`config.mk`:
```
export PLATFORM = sky130hd
export DESIGN_NAME = p2s
export DESIGN_NICKNAME = d
export VERILOG_FILES = /design/src/rtl/p2s_pkg.sv /design/src/rtl/p2s_bit_timer.sv /design/src/rtl/p2s.sv
export SDC_FILE = /design/constraint.sdc
export NUM_CORES = 1
export LEC_CHECK = 0
export CORE_MARGIN = 3
export CORE_UTILIZATION = 35
export DETAILED_ROUTE_END_ITERATION = 8
export GPL_TIMING_DRIVEN = 0
export PLACE_DENSITY = 0.65
export SLEW_MARGIN = 25
export SYNTH_ARGS = -nofsm -noshare
export SYNTH_HDL_FRONTEND = slang
export SYNTH_SLANG_ARGS = --single-unit
```
`constraint.sdc`:
```
create_clock -name clk -period 2.7 [get_ports clk]
set_input_delay 0.675 -clock clk [delete_from_list [all_inputs] [get_ports clk]]
set_output_delay 0.675 -clock clk [all_outputs]
set_load 0.02 [all_outputs]
```
`src/rtl/p2s_pkg.sv`:
```
// Shared framing definitions for the serial transmitter and receiver pair.
package p2s_pkg;

    typedef enum logic [1:0] {
        IDLE,
        START,
        DATA,
        STOP
    } p2s_state_t;

    localparam int   DATA_BITS   = 8;
    localparam int   FRAME_BITS  = 10;
    localparam logic START_LEVEL = 1'b0;
    localparam logic STOP_LEVEL  = 1'b1;
    localparam logic IDLE_LEVEL  = 1'b1;

endpackage

```
`src/rtl/p2s_bit_timer.sv`:
```
// Bit-time divider: emits a one-cycle tick on the last clock of every bit period.
module bit_timer #(
    parameter int BIT_CYCLES = 1
) (
    input  logic clk,
    input  logic reset,
    input  logic enable,
    output logic tick
);

    localparam int CNT_W = (BIT_CYCLES > 1) ? $clog2(BIT_CYCLES) : 1;
    localparam logic [CNT_W-1:0] LAST = CNT_W'(BIT_CYCLES - 1);

    logic [CNT_W-1:0] count;

    // Count clocks within the current bit; held at zero whenever no frame is running.
    always_ff @(posedge clk) begin
        if (reset || !enable) begin
            count <= '0;
        end else if (count == LAST) begin
            count <= '0;
        end else begin
            count <= count + CNT_W'(1);
        end
    end

    assign tick = enable && (count == LAST);

endmodule

```
`src/rtl/p2s.sv`:
```
// Parallel-to-serial transmitter: start bit, 8 data bits MSB first, stop bit.
module p2s
    import p2s_pkg::*;
#(
    parameter int BIT_CYCLES = 1
) (
    input  logic       clk,
    input  logic       reset,
    input  logic [7:0] parallelIn,
    input  logic       load,
    output logic       serialOut,
    output logic       busy,
    output logic       charSent
);

    localparam logic [2:0] LAST_BIT = 3'(DATA_BITS - 1);

    p2s_state_t           state;
    p2s_state_t           state_next;
    logic [DATA_BITS-1:0] shift_reg;
    logic [DATA_BITS-1:0] shift_next;
    logic [2:0]           bit_cnt;
    logic [2:0]           bit_cnt_next;
    logic                 serial_next;
    logic                 busy_next;
    logic                 sent_next;
    logic                 tick;

    bit_timer #(
        .BIT_CYCLES(BIT_CYCLES)
    ) u_timer (
        .clk   (clk),
        .reset (reset),
        .enable(busy),
        .tick  (tick)
    );

    // State and registered outputs; reset aborts any frame without a completion pulse.
    always_ff @(posedge clk) begin
        if (reset) begin
            state     <= IDLE;
            shift_reg <= '0;
            bit_cnt   <= '0;
            serialOut <= IDLE_LEVEL;
            busy      <= 1'b0;
            charSent  <= 1'b0;
        end else begin
            state     <= state_next;
            shift_reg <= shift_next;
            bit_cnt   <= bit_cnt_next;
            serialOut <= serial_next;
            busy      <= busy_next;
            charSent  <= sent_next;
        end
    end

    // Next-state logic: the bit about to be driven is always shift_reg[7] before shifting.
    always_comb begin
        state_next   = state;
        shift_next   = shift_reg;
        bit_cnt_next = bit_cnt;
        serial_next  = serialOut;
        busy_next    = busy;
        sent_next    = 1'b0;
        case (state)
            IDLE: begin
                serial_next = IDLE_LEVEL;
                busy_next   = 1'b0;
                if (load) begin
                    state_next   = START;
                    shift_next   = parallelIn;
                    bit_cnt_next = '0;
                    serial_next  = START_LEVEL;
                    busy_next    = 1'b1;
                end
            end
            START: begin
                if (tick) begin
                    state_next   = DATA;
                    serial_next  = shift_reg[DATA_BITS-1];
                    bit_cnt_next = '0;
                end
            end
            DATA: begin
                if (tick) begin
                    if (bit_cnt == LAST_BIT) begin
                        state_next   = STOP;
                        serial_next  = STOP_LEVEL;
                        bit_cnt_next = '0;
                    end else begin
                        shift_next   = {shift_reg[DATA_BITS-2:0], 1'b0};
                        serial_next  = shift_reg[DATA_BITS-2];
                        bit_cnt_next = bit_cnt + 3'd1;
                    end
                end
            end
            STOP: begin
                if (tick) begin
                    state_next  = IDLE;
                    serial_next = IDLE_LEVEL;
                    busy_next   = 1'b0;
                    sent_next   = 1'b1;
                end
            end
            default: begin
                state_next  = IDLE;
                serial_next = IDLE_LEVEL;
                busy_next   = 1'b0;
            end
        endcase
    end

endmodule

```
# == Yosys cells after proc, flatten, opt, wreduce, memory -nomap -nowiden ==
# Cells that the tools add are included.
# op_classes
add_sub_neg,2
multipliers,0
n_div,0
magnitude_cmp,0
n_eq_ne,10
shift,0
muxes,25
bitwise,2
n_reduce_logical,14
# ops
cell,count
8-bit two-way mux,3
8-bit one-hot mux with 2 select lines,1
3-bit two-way mux,4
2-bit inequality test (second input constant),6
2-bit two-way mux,5
3-bit one-hot mux with 3 select lines,1
1-bit two-way mux,8
2-bit one-hot mux with 4 select lines,1
4-bit AND reduction,2
5-bit AND reduction,1
2-bit equality test (second input constant),2
1-bit one-hot mux with 4 select lines,1
2-bit nonzero test,2
2-bit OR reduction,2
3-bit by 1-bit adder with 3-bit output (second input constant),1
3-bit equality test (second input constant),1
3-bit AND reduction,1
3-bit nonzero test,1
2-bit by 1-bit equality test with 1-bit output (second input constant),1
2-bit logical NOT,1
1-bit inverter,2
1-bit one-hot mux with 2 select lines,1
2-bit AND reduction,1
1-bit adder (second input constant),1
other kinds (3),3
# totals
register_bits,17
latchBits,0
ram_bits,0
rom_bits,0
output_inout_bits,3
memories,0

# == Depth between registers and ports, before layout ==
# Gate-level depths: netlist of run 1.
# logic_depth
depth_word,4
mapped_depth,7

# == Hierarchy ==
# Synthesis of run 1 repeated with hierarchy kept, for this count alone.
# unflattened
hier_cells,94
hier_area_um2,913.4
# by_module_without_submodules
module,instances,cells_per_inst,area_each_um2
p2s,1,91,875.8
bit_timer,1,3,37.5

# == Worst setup path before layout of run 1 ==
# Ideal clock, no wire load.
# synth_timing
path_type,register -> register
from,reg bit_cnt[0]
to,reg shift_reg[1]
setup_ps,79
t_arrival_ps,1796
path_slack_ps,825
path_stages_with_launch,8
period_less_slack_ps,1875
cell_sequence,dfxtp_1 ha_1 ha_1 or3b_4 a211oi_4 buf_6 nor2_1 a211oi_2
# synth_between
elab_chain_cells,3
# synth_rtl
item,line_no,source
"start, declared",p2s.sv:22,logic [2:0] bit_cnt;
"start signal, assigned",p2s.sv:50,bit_cnt <= bit_cnt_next;
3-bit equality test,p2s.sv:86,if (bit_cnt == LAST_BIT) begin
2-bit inequality test (no line),--,
4-bit AND reduction (no line),--,
"end signal, assigned",p2s.sv:49,shift_reg <= shift_next;
"end, declared",p2s.sv:20,logic [DATA_BITS-1:0] shift_reg;
# No other way between the ends.
# A chain may end at the register's enable or synchronous reset.

# == Final worst setup path of run 1 ==
# Same ends and word-level chain as after synthesis.

==> impl_metrics.yaml, run 1 <==
clock_network:
  cts_made_buffers: 3
  ctsResizeCount: 0
  cts_setup_buffers: 0
  insertion_delay_ns: 0.29
  clockRootBuffer: "clkbuf_4"
  clock_sinks: 17
  cts_max_level: 1
  cts_buffer_depth: 2
  tritoncts: "built"
  clkTransAtPathRegs_ns: 0.10
  postCtsHoldBufs: 0
yosys:
  synth-edff-count: 0
  synthArstFlopShare_pct: 0
  syn_avg_cell_area_um2: 9.37
  yosys_most_used_dff: "dfxtp_1"
  yosysWarnings: 0
  synthMuxAreaShare_pct: 10.0
  synth_fa_ha_area_share_pct: 11.1
  ys_ff_latch: 17
  synth_compound_area_share_pct: 17.7
  synth_nets: 115
  synth_top_family_by_area: "simple AND/OR/NAND/NOR gates"
  syn_area_um2: 900
  synth-simple-area-share_pct: 18.8
  synth_cell_type_count: 25
  synth_xor_area_share_pct: 0
  synth_seq_area_share_pct: 37.8
  synth_cells: 96
critical_path:
  path_cells: "ha_1 -> ha_1 -> or3b_4 -> a211oi_4 -> buf_6 -> nor2_1 -> a211oi_2"
  cpPeakStageDelay_ns: 0.41
  slowest_stage: "or3b_4"
  required_ns: 2.91
  worstPathArrival_ns: 2.25
  cpLargestDelayFamily: "compound AO/OA/AOI/OAI gates"
  r2r-start: "bit_cnt[0]"
  critPathBufInv: 1
  critPathLaunchType: "flop"
  crit_fanout: 10
  crit_path_end_kind: "flop"
  crit_cells: 7
  crit_top_cell: "ha_1"
  reg2reg_depth: 7
  critPathKind: "reg2reg"
  timing.rr.end: "shift_reg[1]"
  reg2reg_setup_slack_ns: 0.66
floorplanning:
  die_w_um: 56.7
  die_y_um: 56.7
  coreArea_um2: 2320
  start_util_pct: 38.8
  placementRows: 17
  pin_count: 14
  die_area_um2: 3210
cells_and_area:
  drive_gt1_share_pct: 9.82
  utilization_pct: 46.6
  largest_register_ffs: 8
  fillerInstances: 231
  syn2layout_area_growth_pct: 20.2
  nNetsFinal: 132
  n_antenna_cell: 0
route:
  wl_um: 1670
  vias: 695
  drcViolationCount: 0
  firstDrtPassIters: 4
  wl_per_cell_um: 11.9
  vias_per_cell: 4.96
  drt_iter0_markers: 7
  ant_nets: 0
placed_design:
  portBuffers: 12
  dp_hpwl_um: 1300
  place.gp.congestion: 0.807
timing:
  grt_setup_unrepaired: "no"
  min_period_over_period_pct: 75.5
  hold_viol: 0
  finalClockSkew_ns: 0.00742
  finalSetupTns_ns: 0
  maxSlewViolCount: 0
  fmax_mhz: 490
  relSlewSlack_pct: 60.3
  setup_viol: 0
  fin_crit_ns: 2.04
  worstMarginPinSlew_ns: 0.596
power:
  p_leak_nw: 0.433
  peakVddDrop_mv: 0.466
  p_switching_mw: 0.442
  p_sw_share_pct: 40.0
  combPwrFrac_pct: 52.0
  powerDensity_nw_per_um2: 1020
  seqPwrFrac_pct: 35.8
  power_frac_clock_pct: 12.2
  p_int_mw: 0.664
worst_hold_path:
  hold_end: "serialOut"
  hp-class: "reg2reg"
  hp-start: "serialOut"
  worstHoldPathCells: 2
grt:
  grt_usage_pct: 11.2
  grt_pass1_vias: 689
  busiest_layer: "met2"
  use_met2_pct: 17.5
  grt_pass1_wl_um: 2820
  grt_remaining_overflow: 0
  use_met1_pct: 13.5
  antenna_found_initial: 0
  use_met3_pct: 4.37
  grt_max_degree: 11
outcome:
  status: "finished clean"
flow_run:
  cap_violations: 0
power by group through the flow:
stage | clock network [mW] | registers, mW | logic (mW)
6_report | 0.135 | 0.396 | 0.575
2_1_floorplan | 0 | 0.404 | 0.450
5_1_grt | 0.147 | 0.407 | 0.644
3_5_place_dp | 0 | 0.404 | 0.579
3_3_place_gp | 0 | 0.398 | 0.565
4_1_cts | 0.142 | 0.397 | 0.583
area by class of cell:
type / instances / area [um2] / area share, %
plain buffers: 4 / 22.5 / 2.08
clock buffers: 4 / 26.3 / 2.43
inverters: 4 / 15.0 / 1.39
multi-input cells: 71 / 522 / 48.3
flip-flops and latches: 17 / 340 / 31.5
well taps: 28 / 35.0 / 3.24
repair buffers: 12 / 120 / 11.1
routing by layer:
layer | up-vias | routed length (um)
met5 | - | 0
met4 | 0 | 19
met3 | 2 | 69
met1 | 318 | 797
met2 | 9 | 784
li1 | 366 | -
cells by family after synthesis:
family / Yosys count
fa+ha+maj: 8
buf+inv: 8
simple gates: 33
compound gates: 20
flops: 17
mux: 9
other cells: 1
per-stage QoR:
stage	cells	power [mW]	hold WS, ns	area [um2]	setup WS [ns]
after global placement	136	0.963	0.457	1050	0.616
after detailed placement	136	0.983	0.470	1050	0.599
after CTS	140	1.12	0.493	1080	0.644
final	140	1.11	0.481	1080	0.660
after global routing	140	1.20	0.515	1080	0.545
after floorplan	96	0.853	0.449	900	0.825
synth_stat cells (2+ instances only):
cell type | instances | share of area [%]
dfxtp_1 | 17 | 38
a211oi_2 | 3 | 4.2
nor2_1 | 13 | 5.4
mux2i_1 | 9 | 10
clkbuf_1 | 3 | 1.3
inv_1 | 4 | 1.7
nor2b_1 | 2 | 1.4
nand2b_1 | 5 | 3.5
nor3_1 | 2 | 1.1
ha_1 | 8 | 11
a21oi_1 | 6 | 3.3
nand2_1 | 4 | 1.7
o21ai_0 | 3 | 1.7
a211oi_1 | 4 | 3.3
nand4b_1 | 2 | 1.9
nand3_1 | 2 | 1.1
worst min-delay path: stages, from the launching register on:
cell     delay, ns
dfxtp_1       0.34
a21oi_1       0.06
o21ai_0       0.06
how the worst max path moves through the flow:
stage | from | endpoint | slack [ns]
after global placement | load | shift_reg[1] | 0.62
after detailed placement | load | shift_reg[3] | 0.60
after global routing | bit_cnt[0] | shift_reg[2] | 0.54
after CTS | bit_cnt[0] | shift_reg[1] | 0.64
after floorplan | bit_cnt[0] | shift_reg[1] | 0.82
final | bit_cnt[0] | shift_reg[1] | 0.66
placed cells by master (no fill, tap or decap):
master,count
buf_6,1
a21oi_1,6
or2_2,1
conb_1,1
nand2_1,4
a31o_2,1
clkbuf_1,4
or3b_4,1
mux2i_1,9
clkbuf_4,3
nor3_1,2
o211ai_1,1
ha_1,8
o21ai_0,3
a211oi_1,4
nor2_1,13
nand4b_1,2
a211oi_4,1
a211oi_2,3
and3_1,1
dfxtp_1,17
inv_1,4
nor2b_1,2
o211a_1,1
nand2b_1,5
nand3_1,2
clkdlybuf4s50_1,12
No activity file was read; power rests on OpenSTA's default activity.
==> run 2: changes to the inputs <==
--- a/config.mk
+++ b/config.mk
@@ -9,7 +9,7 @@
 export CORE_UTILIZATION = 35
 export DETAILED_ROUTE_END_ITERATION = 8
 export GPL_TIMING_DRIVEN = 0
-export PLACE_DENSITY = 0.65
+export PLACE_DENSITY = 0.67
 export SLEW_MARGIN = 25
 export SYNTH_ARGS = -nofsm -noshare
 export SYNTH_HDL_FRONTEND = slang
==> constraint.sdc (replaced) <==
create_clock -name clk -period 1.8 [get_ports clk]
set_input_delay 0.45 -clock clk [delete_from_list [all_inputs] [get_ports clk]]
set_output_delay 0.45 -clock clk [all_outputs]
set_load 0.02 [all_outputs]
==> impl_metrics.yaml, run 2 (same netlist as run 1, synthesis figures left out) <==
cells_and_area:
  fin_area_um2: 1210
  syn2layout_area_growth_pct: 34.6
  final_cell_mix: "dfxtp_1, clkdlybuf4s50_1, nor2_1"
  drive_gt1_share_pct: 25.0
  n_antenna_cell: 0
  nNetsFinal: 140
  largest_register_ffs: 8
  layout_commonest_cell: "dfxtp_1"
critical_path:
  reg2reg_depth: 7
  reg2reg_setup_slack_ns: 0.001
  cpLargestDelayFamily: "simple AND/OR/NAND/NOR gates"
  worstPathArrival_ns: 1.96
  timing.rr.end: "shift_reg[1]"
  r2r-start: "bit_cnt[0]"
  crit_fanout: 5
  path_cells: "ha_4 -> ha_4 -> or3b_4 -> a211oi_4 -> buf_6 -> buf_6 -> a211oi_2"
  critPathLaunchType: "flop"
  critPathBufInv: 2
  slowest_stage: "or3b_4"
  required_ns: 1.96
  critPathKind: "reg2reg"
  cpPeakStageDelay_ns: 0.37
  crit_path_end_kind: "flop"
timing:
  relSlewSlack_pct: 63.6
  hold_viol: 0
  fmax_mhz: 556
  finalClockSkew_ns: 0.00181
  fin_crit_ns: 1.80
  setup_viol: 0
  min_period_over_period_pct: 99.9
  worstMarginPinSlew_ns: 0.546
  maxSlewViolCount: 0
  grt_setup_unrepaired: "yes"
placed_design:
  dpl-instance-area_um2: 1060
  portBuffers: 12
  place.gp.congestion: 0.837
  dp_hpwl_um: 1280
power:
  peakVddDrop_mv: 0.998
  p_leak_nw: 0.496
  p_total_mw: 1.97
  powerDensity_nw_per_um2: 1630
clock_network:
  insertion_delay_ns: 0.29
  tritoncts: "built"
  cts_buffer_depth: 2
  clock_sinks: 17
  clockRootBuffer: "clkbuf_4"
  cts_max_level: 1
  cts_made_buffers: 3
  clkTransAtPathRegs_ns: 0.09
grt:
  grt_pass1_vias: 749
  antenna_found_initial: 0
  grt_usage_pct: 13.5
  grt_pass1_wl_um: 3330
  grt_remaining_overflow: 0
  grt_max_degree: 11
route:
  drt_iter0_markers: 15
  wl_um: 1820
  ant_nets: 0
  vias_per_cell: 4.94
  vias: 731
  firstDrtPassIters: 4
  wl_per_cell_um: 12.3
  drcViolationCount: 0
worst_hold_path:
  hp-start: "shift_reg[0]"
  hold_end: "shift_reg[0]"
  hp-class: "reg2reg"
  worstHoldPathCells: 2
floorplanning:
  die_y_um: 56.7
  pin_count: 14
  placementRows: 17
  coreArea_um2: 2320
  start_util_pct: 38.8
  die_area_um2: 3210
  die_w_um: 56.7
outcome:
  status: "finished clean"
flow_run:
  cap_violations: 0
-- run 2: cell type report --
cell class,count,area [um2]
fillers,211,1110
multi-input cells,71,562
flip-flops and latches,17,343
repair buffers,20,205
well taps,28,35.0
plain buffers,4,23.8
clock buffers,3,22.5
inverters,4,15.0
clock inverters,1,5.00
-- run 2: worst max-delay path by stage --
stage              endpoint  cells past startpoint       start
4_1_cts        shift_reg[4]                      7  bit_cnt[1]
6_report       shift_reg[1]                      7  bit_cnt[0]
3_5_place_dp   shift_reg[1]                      7  bit_cnt[0]
2_1_floorplan  shift_reg[1]                      7  bit_cnt[0]
3_3_place_gp   shift_reg[1]                      7  bit_cnt[0]
5_1_grt        shift_reg[6]                      7  bit_cnt[0]
-- run 2: repair_timing --
| action | 4_1_cts | 5_1_grt |
|---|---|---|
| pin swaps | 10 | 4 |
| resized for setup | 12 | 6 |
| hold buffers | 0 | 0 |
| gates cloned | 1 | 0 |
| endpoints found under the setup margin | 7 | 11 |
| buffers inserted | 6 | 1 |
-- run 2: where the power goes --
group / switching (mW) / internal [mW]
logic: 0.544 / 0.620
registers: 0.0976 / 0.510
clock network: 0.117 / 0.0827
total: 0.758 / 1.21
-- run 2: tightest hold or removal path, delay by kind of cell, from the launching register on --
kind	cells	cell delay (ns)
AND/OR/NAND/NOR	1	0.06
AO/OA/AOI/OAI	1	0.06
flip-flops	1	0.32
-- run 2: metrics by stage --
step / setup WS, ns / cells / util, % / TNS [ns] / hold slack, ns
floorplan: 0.00615 / 96 / - / 0 / 0.450
global placement: -0.117 / 136 / 45.6 / -0.413 / 0.456
detailed placement: -0.136 / 136 / 45.6 / -0.475 / 0.465
CTS: -0.0292 / 147 / 51.2 / -0.178 / 0.487
global route: -0.0855 / 148 / 52.2 / -0.509 / 0.505
finish: 0.00120 / 148 / 52.2 / 0 / 0.481
-- run 2: metal layers --
metal	GRT usage, %	vias up	wire [um]
met1	15.6	334	778
met2	22.3	13	931
met4	5.76	0	21
met3	4.83	2	88
li1	-	382	-
met5	0	-	0
